$ cat config.mk
export PLATFORM = sky130hd
export DESIGN_NAME = product_accumulator
export DESIGN_NICKNAME = d
export VERILOG_FILES = /design/src/rtl/product_accumulator.sv
export SDC_FILE = /design/constraint.sdc
export NUM_CORES = 1
export LEC_CHECK = 0
export BUFFER_PORTS_ARGS = -buffer_cell sky130_fd_sc_hd__buf_2
export CAP_MARGIN = 10
export CORE_MARGIN = 3
export CORE_UTILIZATION = 51
export CTS_CLUSTER_DIAMETER = 200
export DETAILED_ROUTE_END_ITERATION = 10
export PLACE_DENSITY = 0.78
export SLEW_MARGIN = 0
export SYNTH_ARGS = -nofsm -noshare
export SYNTH_HDL_FRONTEND = slang
export SYNTH_SLANG_ARGS = --single-unit
$ cat constraint.sdc
create_clock -name clk -period 2.8 [get_ports clk]
set_clock_uncertainty 0.05 [all_clocks]
set_input_delay 0 -clock clk [delete_from_list [all_inputs] [get_ports clk]]
set_output_delay 0 -clock clk [all_outputs]
set_load 0.01 [all_outputs]
$ cat src/rtl/product_accumulator.sv
// product_accumulator
//
// Sums COUNT consecutive unsigned products from the 4x4 binary_multiplier
// into one result and hands that result to the next stage. Input and output
// each use a valid/ready handshake. The block alternates between two states:
// ACCUM accepts products, and HOLD presents the finished sum until the
// downstream stage takes it.
//
// Parameters:
//   PROD_W  width of an incoming product (default 8)
//   ACC_W   accumulator / out_sum width, >= PROD_W (default 12)
//   COUNT   products summed per result, >= 1 (default 4)
//
// Ports:
//   clk          clock, rising edge
//   rst_n        asynchronous active-low reset
//   clear        synchronous abort; discards partial or held result
//   in_valid     in_product is valid
//   in_ready     block accepts a product (high only in ACCUM)
//   in_product   unsigned product, PROD_W bits
//   out_valid    out_sum / out_overflow valid (high only in HOLD)
//   out_ready    downstream accepts the result
//   out_sum      accumulated sum, ACC_W bits (registered)
//   out_overflow sticky carry-out of the accumulator for this result
//
// Build option:
//   PRODUCT_ACC_SAT_EN  when defined, the accumulator clamps to all-ones on
//                       overflow. When undefined, it wraps modulo 2^ACC_W.
module product_accumulator #(
    parameter int PROD_W = 8,
    parameter int ACC_W  = 12,
    parameter int COUNT  = 4
) (
    input  logic              clk,
    input  logic              rst_n,
    input  logic              clear,
    input  logic              in_valid,
    output logic              in_ready,
    input  logic [PROD_W-1:0] in_product,
    output logic              out_valid,
    input  logic              out_ready,
    output logic [ACC_W-1:0]  out_sum,
    output logic              out_overflow
);

    localparam int CNT_W = (COUNT > 1) ? $clog2(COUNT) : 1;
    localparam int EXT_W = ACC_W + 1 - PROD_W;

    localparam logic [0:0] ACCUM = 1'b0;
    localparam logic [0:0] HOLD  = 1'b1;

    logic [0:0]       state_q, state_d;
    logic [ACC_W-1:0] acc_q, acc_d;
    logic [CNT_W-1:0] cnt_q, cnt_d;
    logic             ovf_q, ovf_d;

    logic [ACC_W:0]   sum_ext;
    logic [ACC_W-1:0] acc_add;

    // One extra bit so the carry-out can be observed directly.
    always_comb begin
        sum_ext = {1'b0, acc_q} + {{EXT_W{1'b0}}, in_product};
`ifdef PRODUCT_ACC_SAT_EN
        // Once clamped, any further non-zero product carries again, so the
        // accumulator stays at all-ones for the rest of the group.
        acc_add = sum_ext[ACC_W] ? '1 : sum_ext[ACC_W-1:0];
`else
        acc_add = sum_ext[ACC_W-1:0];
`endif
    end

    always_comb begin
        state_d = state_q;
        acc_d   = acc_q;
        cnt_d   = cnt_q;
        ovf_d   = ovf_q;
        if (clear) begin
            state_d = ACCUM;
            acc_d   = '0;
            cnt_d   = '0;
            ovf_d   = 1'b0;
        end else if (state_q == ACCUM) begin
            if (in_valid) begin
                acc_d = acc_add;
                ovf_d = ovf_q | sum_ext[ACC_W];
                if (cnt_q == CNT_W'(COUNT - 1)) begin
                    cnt_d   = '0;
                    state_d = HOLD;
                end else begin
                    cnt_d = cnt_q + CNT_W'(1);
                end
            end
        end else if (out_ready) begin
            state_d = ACCUM;
            acc_d   = '0;
            ovf_d   = 1'b0;
        end
    end

    always_ff @(posedge clk or negedge rst_n) begin
        if (!rst_n) begin
            state_q <= ACCUM;
            acc_q   <= '0;
            cnt_q   <= '0;
            ovf_q   <= 1'b0;
        end else begin
            state_q <= state_d;
            acc_q   <= acc_d;
            cnt_q   <= cnt_d;
            ovf_q   <= ovf_d;
        end
    end

    // Handshake outputs depend on registered state only.
    assign in_ready     = (state_q == ACCUM);
    assign out_valid    = (state_q == HOLD);
    assign out_sum      = acc_q;
    assign out_overflow = ovf_q;

endmodule
==> key figures, run 1 <==
Die
  • Die area: 2610 sq um
  • I/O Pins: 28
  • # rows: 15
  • Die H: 51.1 um
  • Placeable Area: 1820 sq um
  • Chip Width: 51.1 um
  • Starting Density: 57.0%

Timing
  • Worst-Margin Slew: 0.652 ns
  • Final Max Slew Viols: 0
  • RSZ-0062 raised after global routing: no
  • Setup TNS: 0 ns
  • Fmax: 450 MHz
  • Final Hold Fails: 0
  • Final setup fails: 0
  • Period utilization: 79.5%
  • Worst hold margin: 0.0714 ns
  • Slew headroom: 56.5%
  • Final min period: 2.22 ns

Synth
  • Synth Register Bits: 16
  • Register area share after synthesis: 38.6%
  • Ys flop type: dfrtp_1
  • Yosys warning total: 0
  • Synthesized net count: 134
  • EDFF count, synth: 0
  • Syn avg cell area: 9.36 sq um
  • Top cells by area, synth: dfrtp_1 39%, ha_1 11%, nand2_1 6.1%
  • Most frequent cells after synthesis: 17 x nand2_1, 16 x dfrtp_1, 10 x a21oi_1, 10 x nor2_1, 10 x o21ai_0
  • Synth top area share: 38.6%
  • Post-synthesis cell area: 1040 sq um
  • Async SR Flop Fraction: 100%
  • Library cell with the largest summed area after synthesis: dfrtp_1
  • Synth cell types: 34
  • Count leader, synth: nand2_1
  • Synth Instances: 111

Detailed routing
  • Routed via count: 944
  • DRT antenna net count: 0
  • Drt drc: 0
  • Starting DRT DRC Count: 17
  • Total Wirelength: 2360 um
  • Avg WL per Cell: 13.9 um
  • Vias per cell: 5.55
  • DR pass1 iterations: 6

CTS
  • Root Driver: clkbuf_4
  • Clock input transition at the sequential cells of the worst setup and hold paths: 0.11 ns
  • CTS Buffer Depth: 2
  • Setup Fix Bufs, Post-CTS: 0
  • CTS tree: done
  • Clock Sinks: 16
  • Inserted Clock Buffers: 3
  • # H-tree levels: 1
  • Clk Latency, worst-skew pair: 0.30 ns

Worst setup path
  • Type of origin of the critical path: flop
  • Crit-path slowest cell: or4_1
  • Worst Setup End Kind: flop
  • CP required: 2.94 ns
  • Crit-path cells: ha_1, fa_1, nand3_1, a21oi_1, or4_1, a41oi_1, nor2_1
  • Worst setup path class: flop to flop
  • Slowest Stage Delay on Critical Path: 0.53 ns
  • Cell family with the largest share of critical-path delay: simple AND/OR/NAND/NOR gates
  • WP data arrival: 2.37 ns
  • Buffer and inverter count on the worst path: 0
  • Critical Path Fanout Max: 3

Placement
  • Placement Cell Area: 1200 sq um
  • DPL Wire Length: 1810 um
  • RePlAce Congestion: 0.823
  • Placed Cells: 162
  • Number of port buffers: 27

Finish
  • Diode count: 0
  • Multi-input logic area: 631 sq um
  • P&R area growth vs syn: 23.0%
  • Layout cell share with drive strength beyond 1: 24.8%
  • Seq. cell area: 400 sq um
  • Layout filler cell count: 159
  • Fin area: 1280 sq um
  • Final non-filler cell total: 170
  • Final Net Count: 169

Global routing
  • Tot GR Track Use: 20.4%
  • Largest net degree at the start of global routing: 17
  • Initial antenna violation count: 0
  • First-pass GRT wire length: 4000 um
  • Vias in the first global route: 935
  • GRT Residual Overflow: 0

Outcome
  • Status: finished, final reports clean

Power
  • Static Leak: 0.636 nW
  • Max VDD drop: 0.000358 V
  • Pwr Density: 550 nW/um^2
  • Pwr Total: 0.000703 W

Job
  • Max cap viols: 0

Hold path
  • HP Class: primary input to flop
## logic make-up after synthesis
group           synth area share (%)
buf+inv                        0.722
fa+ha+maj                       12.8
mux                            0.964
flops                           38.6
xor+xnor                        5.90
simple gates                    16.9
compound gates                  24.2
## repair_timing
| item | in CTS | in global routing |
|---|---|---|
| hold buffers | 4 | 0 |
| gates resized for setup | 0 | 0 |
| endpoints found under the hold margin | 22 | 0 |
## final timing paths
path	cells after the start	from	slack, ns	end
setup / recovery	7	out_sum[0]$_DFFE_PN0P_	0.58	out_overflow$_DFFE_PN0P_
hold reg to reg	2	out_sum[3]$_DFFE_PN0P_	0.47	out_sum[3]$_DFFE_PN0P_
setup reg to reg	7	out_sum[0]$_DFFE_PN0P_	0.58	out_overflow$_DFFE_PN0P_
max in group asynchronous	2	rst_n	2.35	out_valid$_DFF_PN0_
hold / removal	4	in_product[0]	0.07	out_sum[0]$_DFFE_PN0P_
min in group asynchronous	2	rst_n	0.08	out_sum[5]$_DFFE_PN0P_
## layout by cell type (no fill, tap or decap), drive strengths merged, types with 2 or more instances in the layout
master,n
or3,2
a21o,3
nand3,2
o21a,2
ha,9
xor2,6
clkbuf,4
nor3,4
dlygate4sd3,4
nand2,17
dfrtp,16
a21oi,11
o21ai,11
nor2,10
buf,27
## registers in the layout, summed over array words and instances (netlist names)
register / count
out_sum: 12
out_valid: 1
cnt_q: 2
out_overflow: 1
## worst min-delay path, cell delays in order
cell and delay [ns]:
buf_2 0.08, ha_1 0.12, nand2_1 0.04, o21ai_0 0.15
## report_power, final
group	switching (W)	internal, W
sequential	0.0000255	0.000258
clock	0.0000838	0.0000793
combinational	0.000144	0.000112
## per-stage QoR
stage                     utilization, %  setup WS (ns)
after floorplan                        -          0.678
after global placement              66.0          0.659
after detailed placement            66.0          0.605
after CTS                           70.2          0.575
after global routing                70.2          0.485
final                               70.2          0.575
## per-layer routing
metal	GRT usage [%]	vias to the layer above	share of wire (%)
li1	-	476	-
met1	25.0	440	44
met2	35.8	22	51
met3	2.33	6	3.0
met4	8.52	0	1.5
met5	0	-	0
## area by class of cell
| type | instances | area share [%] |
|---|---|---|
| multi-input combinational | 93 | 49.4 |
| inverter | 1 | 0.294 |
| timing repair buffer | 31 | 13.7 |
| clock buffer | 4 | 2.84 |
| sequential | 16 | 31.3 |
| tap | 25 | 2.45 |
No activity file was read; power rests on OpenSTA's default activity.
==> run 2, diff against run 1 <==
==> constraint.sdc (replaced) <==
create_clock -name clk -period 2.2 [get_ports clk]
set_clock_uncertainty 0.05 [all_clocks]
set_input_delay 0 -clock clk [delete_from_list [all_inputs] [get_ports clk]]
set_output_delay 0 -clock clk [all_outputs]
set_load 0.01 [all_outputs]
==> key figures, run 2 (synthesis results as in run 1) <==
Outcome
  • Status: finished, final reports clean (unchanged)

Timing
  • Period utilization: 95.3% (was 79.5%)
  • Final setup fails: 0 (unchanged)
  • Worst-Margin Slew: 0.645 ns (was 0.652 ns)
  • Slew headroom: 57.0% (was 56.5%)
  • Final min period: 2.10 ns (was 2.22 ns)
  • RSZ-0062 raised after global routing: no (unchanged)
  • Final Max Slew Viols: 0 (unchanged)
  • Fmax: 477 MHz (was 450 MHz)
  • Setup TNS: 0 ns (unchanged)
  • Final Hold Fails: 0 (unchanged)

Power
  • Static Leak: 0.634 nW (was 0.636 nW)
  • Pwr Density: 707 nW/um^2 (was 550 nW/um^2)
  • Max VDD drop: 0.000469 V (was 0.000358 V)

Global routing
  • Largest net degree at the start of global routing: 17 (unchanged)
  • Initial antenna violation count: 0 (unchanged)
  • Tot GR Track Use: 20.4% (about the same)
  • First-pass GRT wire length: 4010 um (was 4000 um)
  • Vias in the first global route: 940 (was 935)
  • GRT Residual Overflow: 0 (unchanged)

CTS
  • Clk Latency, worst-skew pair: 0.30 ns (about the same)
  • Root Driver: clkbuf_4 (unchanged)
  • CTS tree: done (unchanged)
  • Setup Fix Bufs, Post-CTS: 0 (unchanged)
  • Clock Sinks: 16 (unchanged)
  • CTS Buffer Depth: 2 (unchanged)
  • # H-tree levels: 1 (unchanged)
  • Clock input transition at the sequential cells of the worst setup and hold paths: 0.11 ns (about the same)
  • Inserted Clock Buffers: 3 (unchanged)

Worst setup path
  • FF-to-FF setup slack: 0.10 ns (was 0.58 ns)
  • Worst Setup End Kind: flop (unchanged)
  • Critical Path Fanout Max: 3 (unchanged)
  • WP data arrival: 2.24 ns (was 2.37 ns)
  • Slowest Stage Delay on Critical Path: 0.50 ns (was 0.53 ns)
  • R2R Path Start: out_sum[0]$_DFFE_PN0P_ (unchanged)
  • Type of origin of the critical path: flop (unchanged)
  • Crit-path slowest cell: or4_4 (was or4_1)
  • Worst setup path class: flop to flop (unchanged)
  • CP required: 2.35 ns (was 2.94 ns)
  • Crit-path cells: ha_2, fa_2, nand3_1, a21oi_1, or4_4, a41oi_1, nor2_1 (was ha_1, fa_1, nand3_1, a21oi_1, or4_1, a41oi_1, nor2_1)
  • Worst reg2reg endpoint: out_overflow$_DFFE_PN0P_ (unchanged)
  • R2R cell count: 7 (unchanged)

Job
  • Max cap viols: 0 (unchanged)

Finish
  • Final Net Count: 169 (unchanged)
  • Commonest non-fill, non-tap cells in the layout: 27 x buf_2, 17 x nand2_1, 16 x dfrtp_1 (unchanged)
  • Fin area: 1290 sq um (was 1280 sq um)
  • Diode count: 0 (unchanged)
  • Commonest non-fill, non-tap cell in the layout: buf_2 (unchanged)
  • Multi-input logic area: 644 sq um (was 631 sq um)
  • P&R area growth vs syn: 24.3% (was 23.0%)
  • Seq. cell area: 400 sq um (unchanged)
  • Max reg flops: 12 (unchanged)
  • Layout filler cell count: 158 (was 159)
  • Layout cell share with drive strength beyond 1: 27.6% (was 24.8%)

Placement
  • Placement Cell Area: 1200 sq um (unchanged)
  • RePlAce Congestion: 0.823 (unchanged)
  • DPL Wire Length: 1810 um (unchanged)
  • Number of port buffers: 27 (unchanged)

Die
  • I/O Pins: 28 (unchanged)
  • Die H: 51.1 um (unchanged)
  • Chip Width: 51.1 um (unchanged)
  • Starting Density: 57.0% (unchanged)
  • Die area: 2610 sq um (unchanged)
  • # rows: 15 (unchanged)
  • Placeable Area: 1820 sq um (unchanged)

Detailed routing
  • Routed via count: 970 (was 944)
  • Drt drc: 0 (unchanged)
  • DRT antenna net count: 0 (unchanged)
  • Vias per cell: 5.71 (was 5.55)
  • Starting DRT DRC Count: 9 (was 17)
  • DR pass1 iterations: 4 (was 6)
  • Total Wirelength: 2440 um (was 2360 um)
  • Avg WL per Cell: 14.4 um (was 13.9 um)

Hold path
  • HP Class: primary input to asynchronous set/reset pin (was primary input to flop)
[run 2: cell counts in the layout (fill, tap and decap cells not counted)]
Identical to the previous run, type by type.
[run 2: what timing repair did]
item,4_1_cts,5_1_grt
endpoints found under the hold margin,22,0
setup endpoints to repair,1,3
hold buffers,4,0
gates resized for setup,1,3
[run 2: layout make-up]
class	instances	share of cell area, %
clock buffer	4	2.81
inverter	1	0.291
multi-input combinational	93	49.9
sequential	16	31.0
tap	25	2.42
timing repair buffer	31	13.6
[run 2: layer usage]
| metal | global-route usage, % | wire, um | vias up |
|---|---|---|---|
| met5 | 0 | 0 | - |
| met4 | 8.52 | 49 | 0 |
| met3 | 2.33 | 110 | 8 |
| met2 | 36.3 | 1250 | 31 |
| met1 | 24.9 | 1030 | 453 |
| li1 | - | - | 478 |
[run 2: worst max path at each step]
| stage | from | endpoint | slack [ns] | cells past startpoint |
|---|---|---|---|---|
| 2_1_floorplan | out_sum[0]$_DFFE_PN0P_ | out_overflow$_DFFE_PN0P_ | 0.08 | 7 |
| 3_3_place_gp | out_sum[0]$_DFFE_PN0P_ | out_overflow$_DFFE_PN0P_ | 0.06 | 7 |
| 3_5_place_dp | out_sum[0]$_DFFE_PN0P_ | out_overflow$_DFFE_PN0P_ | 0.005 | 7 |
| 4_1_cts | out_sum[0]$_DFFE_PN0P_ | out_overflow$_DFFE_PN0P_ | 0.02 | 7 |
| 5_1_grt | out_sum[0]$_DFFE_PN0P_ | out_overflow$_DFFE_PN0P_ | 0.02 | 7 |
| 6_report | out_sum[0]$_DFFE_PN0P_ | out_overflow$_DFFE_PN0P_ | 0.10 | 7 |
[run 2: power by group]
part	internal, W	leakage (nW)	switching [W]
clock	0.000101	0.0210	0.000110
sequential	0.000328	0.216	0.0000323
combinational	0.000151	0.397	0.000190
[run 2: worst max-delay path, delay by kind of cell, from the launching register on]
family / cells / cell delay [ns]
AOI/OAI and AO/OA: 2 / 0.31
adders and majority gates: 2 / 0.57
and+or+nand+nor: 3 / 0.65
DFF: 1 / 0.42
[run 2: metrics by stage]
stage	utilization (%)	setup slack [ns]	cells	hold WS (ns)	power (W)
after detailed placement	66.0	0.00508	162	-0.112	0.000687
after floorplan	-	0.0776	111	-0.346	0.000590
after CTS	70.4	0.0179	170	0.0630	0.000904
after global routing	70.9	0.0232	170	0.119	0.000968
final	70.9	0.103	170	0.0790	0.000913
after global placement	66.0	0.0594	162	-0.115	0.000677
==> run 3, diff against run 2 <==
--- a/config.mk
+++ b/config.mk
@@ -12,6 +12,7 @@
 export CTS_CLUSTER_DIAMETER = 200
 export DETAILED_ROUTE_END_ITERATION = 10
 export PLACE_DENSITY = 0.78
+export REMOVE_ABC_BUFFERS = 1
 export SLEW_MARGIN = 0
 export SYNTH_ARGS = -nofsm -noshare
 export SYNTH_HDL_FRONTEND = slang
==> key figures, run 3 (synthesis results as in run 1) <==
Timing
  • RSZ-0062 raised after global routing: no (unchanged)
  • Setup TNS: 0 ns (unchanged)
  • Worst hold margin: 0.0759 ns (was 0.0790 ns)
  • Final Hold Fails: 0 (unchanged)
  • Final Max Slew Viols: 0 (unchanged)
  • Slew headroom: 57.0% (about the same)
  • Final min period: 2.09 ns (was 2.10 ns)
  • Final setup fails: 0 (unchanged)
  • Fmax: 479 MHz (was 477 MHz)
  • Worst-Margin Slew: 0.644 ns (was 0.645 ns)
  • Period utilization: 95.0% (was 95.3%)

Die
  • # rows: 15 (unchanged)
  • Chip Width: 51.1 um (unchanged)
  • Die area: 2610 sq um (unchanged)
  • Die H: 51.1 um (unchanged)
  • Starting Density: 57.0% (unchanged)
  • Placeable Area: 1820 sq um (unchanged)
  • I/O Pins: 28 (unchanged)

CTS
  • Clock Sinks: 16 (unchanged)
  • Clock input transition at the sequential cells of the worst setup and hold paths: 0.10 ns (was 0.11 ns)
  • CTS tree: done (unchanged)
  • Clk Latency, worst-skew pair: 0.30 ns (about the same)
  • Setup Fix Bufs, Post-CTS: 0 (unchanged)
  • CTS Buffer Depth: 2 (unchanged)
  • Root Driver: clkbuf_4 (unchanged)
  • Inserted Clock Buffers: 3 (unchanged)
  • # H-tree levels: 1 (unchanged)

Worst setup path
  • Crit path from: out_sum[0]$_DFFE_PN0P_ (unchanged)
  • R2R Path Start: out_sum[0]$_DFFE_PN0P_ (unchanged)
  • Critical Path Fanout Max: 3 (unchanged)
  • Crit-path slowest cell: or4_4 (unchanged)
  • Worst Setup End Kind: flop (unchanged)
  • Worst reg2reg endpoint: out_overflow$_DFFE_PN0P_ (unchanged)
  • CP required: 2.35 ns (about the same)
  • Critical Path End: out_overflow$_DFFE_PN0P_ (unchanged)
  • WP data arrival: 2.23 ns (was 2.24 ns)
  • Type of origin of the critical path: flop (unchanged)
  • R2R cell count: 7 (unchanged)
  • Slowest Stage Delay on Critical Path: 0.51 ns (was 0.50 ns)
  • Crit-path cells: ha_2, fa_2, nand3_1, a21oi_1, or4_4, a41oi_2, nor2_1 (was ha_2, fa_2, nand3_1, a21oi_1, or4_4, a41oi_1, nor2_1)
  • Worst setup path class: flop to flop (unchanged)
  • FF-to-FF setup slack: 0.11 ns (was 0.10 ns)

Power
  • Pwr Density: 698 nW/um^2 (was 707 nW/um^2)
  • Combinational share of power: 37.7% (was 37.4%)
  • Switching share of power: 36.0% (was 36.5%)
  • Clock power share: 22.6% (was 23.1%)
  • Sequential share of power: 39.7% (was 39.5%)
  • Sw Pwr: 0.000326 W (was 0.000333 W)
  • Static Leak: 0.636 nW (was 0.634 nW)
  • P_int: 0.000580 W (about the same)
  • Max VDD drop: 0.000504 V (was 0.000469 V)

Job
  • Max cap viols: 0 (unchanged)

Placement
  • Placed Cells: 162 (unchanged)
  • DPL Wire Length: 1660 um (was 1810 um)
  • RePlAce Congestion: 0.817 (was 0.823)
  • Number of port buffers: 27 (unchanged)

Detailed routing
  • Starting DRT DRC Count: 23 (was 9)
  • Routed via count: 965 (was 970)
  • DR pass1 iterations: 4 (unchanged)
  • Total Wirelength: 2340 um (was 2440 um)
  • DRT antenna net count: 0 (unchanged)
  • Drt drc: 0 (unchanged)
  • Avg WL per Cell: 13.8 um (was 14.4 um)
  • Vias per cell: 5.68 (was 5.71)

Outcome
  • Status: finished, final reports clean (unchanged)

Finish
  • Final Net Count: 169 (unchanged)
  • Commonest non-fill, non-tap cells in the layout: 27 x buf_2, 17 x nand2_1, 16 x dfrtp_1 (unchanged)
  • Final non-filler cell total: 170 (unchanged)
  • Diode count: 0 (unchanged)
  • Layout cell share with drive strength beyond 1: 28.3% (was 27.6%)
  • P&R area growth vs syn: 25.1% (was 24.3%)
  • Commonest non-fill, non-tap cell in the layout: buf_2 (unchanged)
  • Max reg flops: 12 (unchanged)

Global routing
  • Vias in the first global route: 874 (was 940)
  • First-pass GRT wire length: 3940 um (was 4010 um)
  • Met3 Usage GRT: 2.92% (was 2.33%)
  • Most Crowded Layer GR: met2 (unchanged)
  • Initial antenna violation count: 0 (unchanged)
  • Largest net degree at the start of global routing: 17 (unchanged)
  • Tot GR Track Use: 20.2% (was 20.4%)
  • M1 GR Usage: 25.1% (was 24.9%)
  • Met2 usage: 33.5% (was 36.3%)
  • GRT Residual Overflow: 0 (unchanged)

Hold path
  • HP Class: primary input to asynchronous set/reset pin (unchanged)
==> run 3: layer usage <==
| layer | part of all wire, % | vias up | wire length (um) |
|---|---|---|---|
| met4 | 2.1 | 0 | 50 |
| met5 | 0 | - | 0 |
| met1 | 45 | 446 | 1050 |
| met2 | 48 | 33 | 1120 |
| met3 | 5.0 | 7 | 117 |
| li1 | - | 479 | - |
==> run 3: what timing repair did <==
item	4_1_cts	5_1_grt
endpoints found under the hold margin	22	0
hold buffers	4	0
endpoints found under the setup margin	1	3
gates cloned	0	0
resized for setup	1	4
==> run 3: cell type report <==
type | count | area (sq um)
clock buffers | 4 | 36.3
fillers | 152 | 522
inverters | 1 | 3.75
multi-input cells | 93 | 652
flip-flops and latches | 16 | 400
well taps | 25 | 31.3
repair buffers | 31 | 175
==> run 3: stage by stage <==
stage / power, W / util, % / area, sq um / setup WS [ns]
finish: 0.000906 / 71.3 / 1300 / 0.111
global route: 0.000967 / 71.3 / 1300 / 0.0102
CTS: 0.000887 / 70.3 / 1280 / 0.0470
detailed placement: 0.000683 / 66.0 / 1200 / 0.00653
global placement: 0.000677 / 66.0 / 1200 / 0.0609
floorplan: 0.000589 / - / 1030 / 0.0776
==> run 3: worst min path at each step <==
stage | start | end | slack, ns | cells after the start
final | rst_n | out_sum[6]$_DFFE_PN0P_ | 0.08 | 2
after global routing | in_valid | out_sum[6]$_DFFE_PN0P_ | 0.1 | 3
after CTS | in_product[0] | out_sum[0]$_DFFE_PN0P_ | 0.06 | 4
after global placement | rst_n | out_sum[6]$_DFFE_PN0P_ | -0.12 | 1
after detailed placement | rst_n | out_sum[6]$_DFFE_PN0P_ | -0.12 | 1
after floorplan | rst_n | cnt_q[0]$_DFFE_PN0P_ | -0.35 | 0
==> run 3: power groups by stage <==
stage / combinational, W / clock [W] / sequential (W)
floorplan: 0.000211 / 0 / 0.000378
global placement: 0.000314 / 0 / 0.000363
detailed placement: 0.000318 / 0 / 0.000366
CTS: 0.000326 / 0.000201 / 0.000360
global route: 0.000381 / 0.000220 / 0.000366
finish: 0.000341 / 0.000205 / 0.000360
==> run 3: worst max-delay path, delay by kind of cell (launching register included) <==
kind / cells / cell delay [ns]
and+or+nand+nor: 3 / 0.68
adders and majority gates: 2 / 0.57
DFF: 1 / 0.41
AOI/OAI and AO/OA: 2 / 0.28
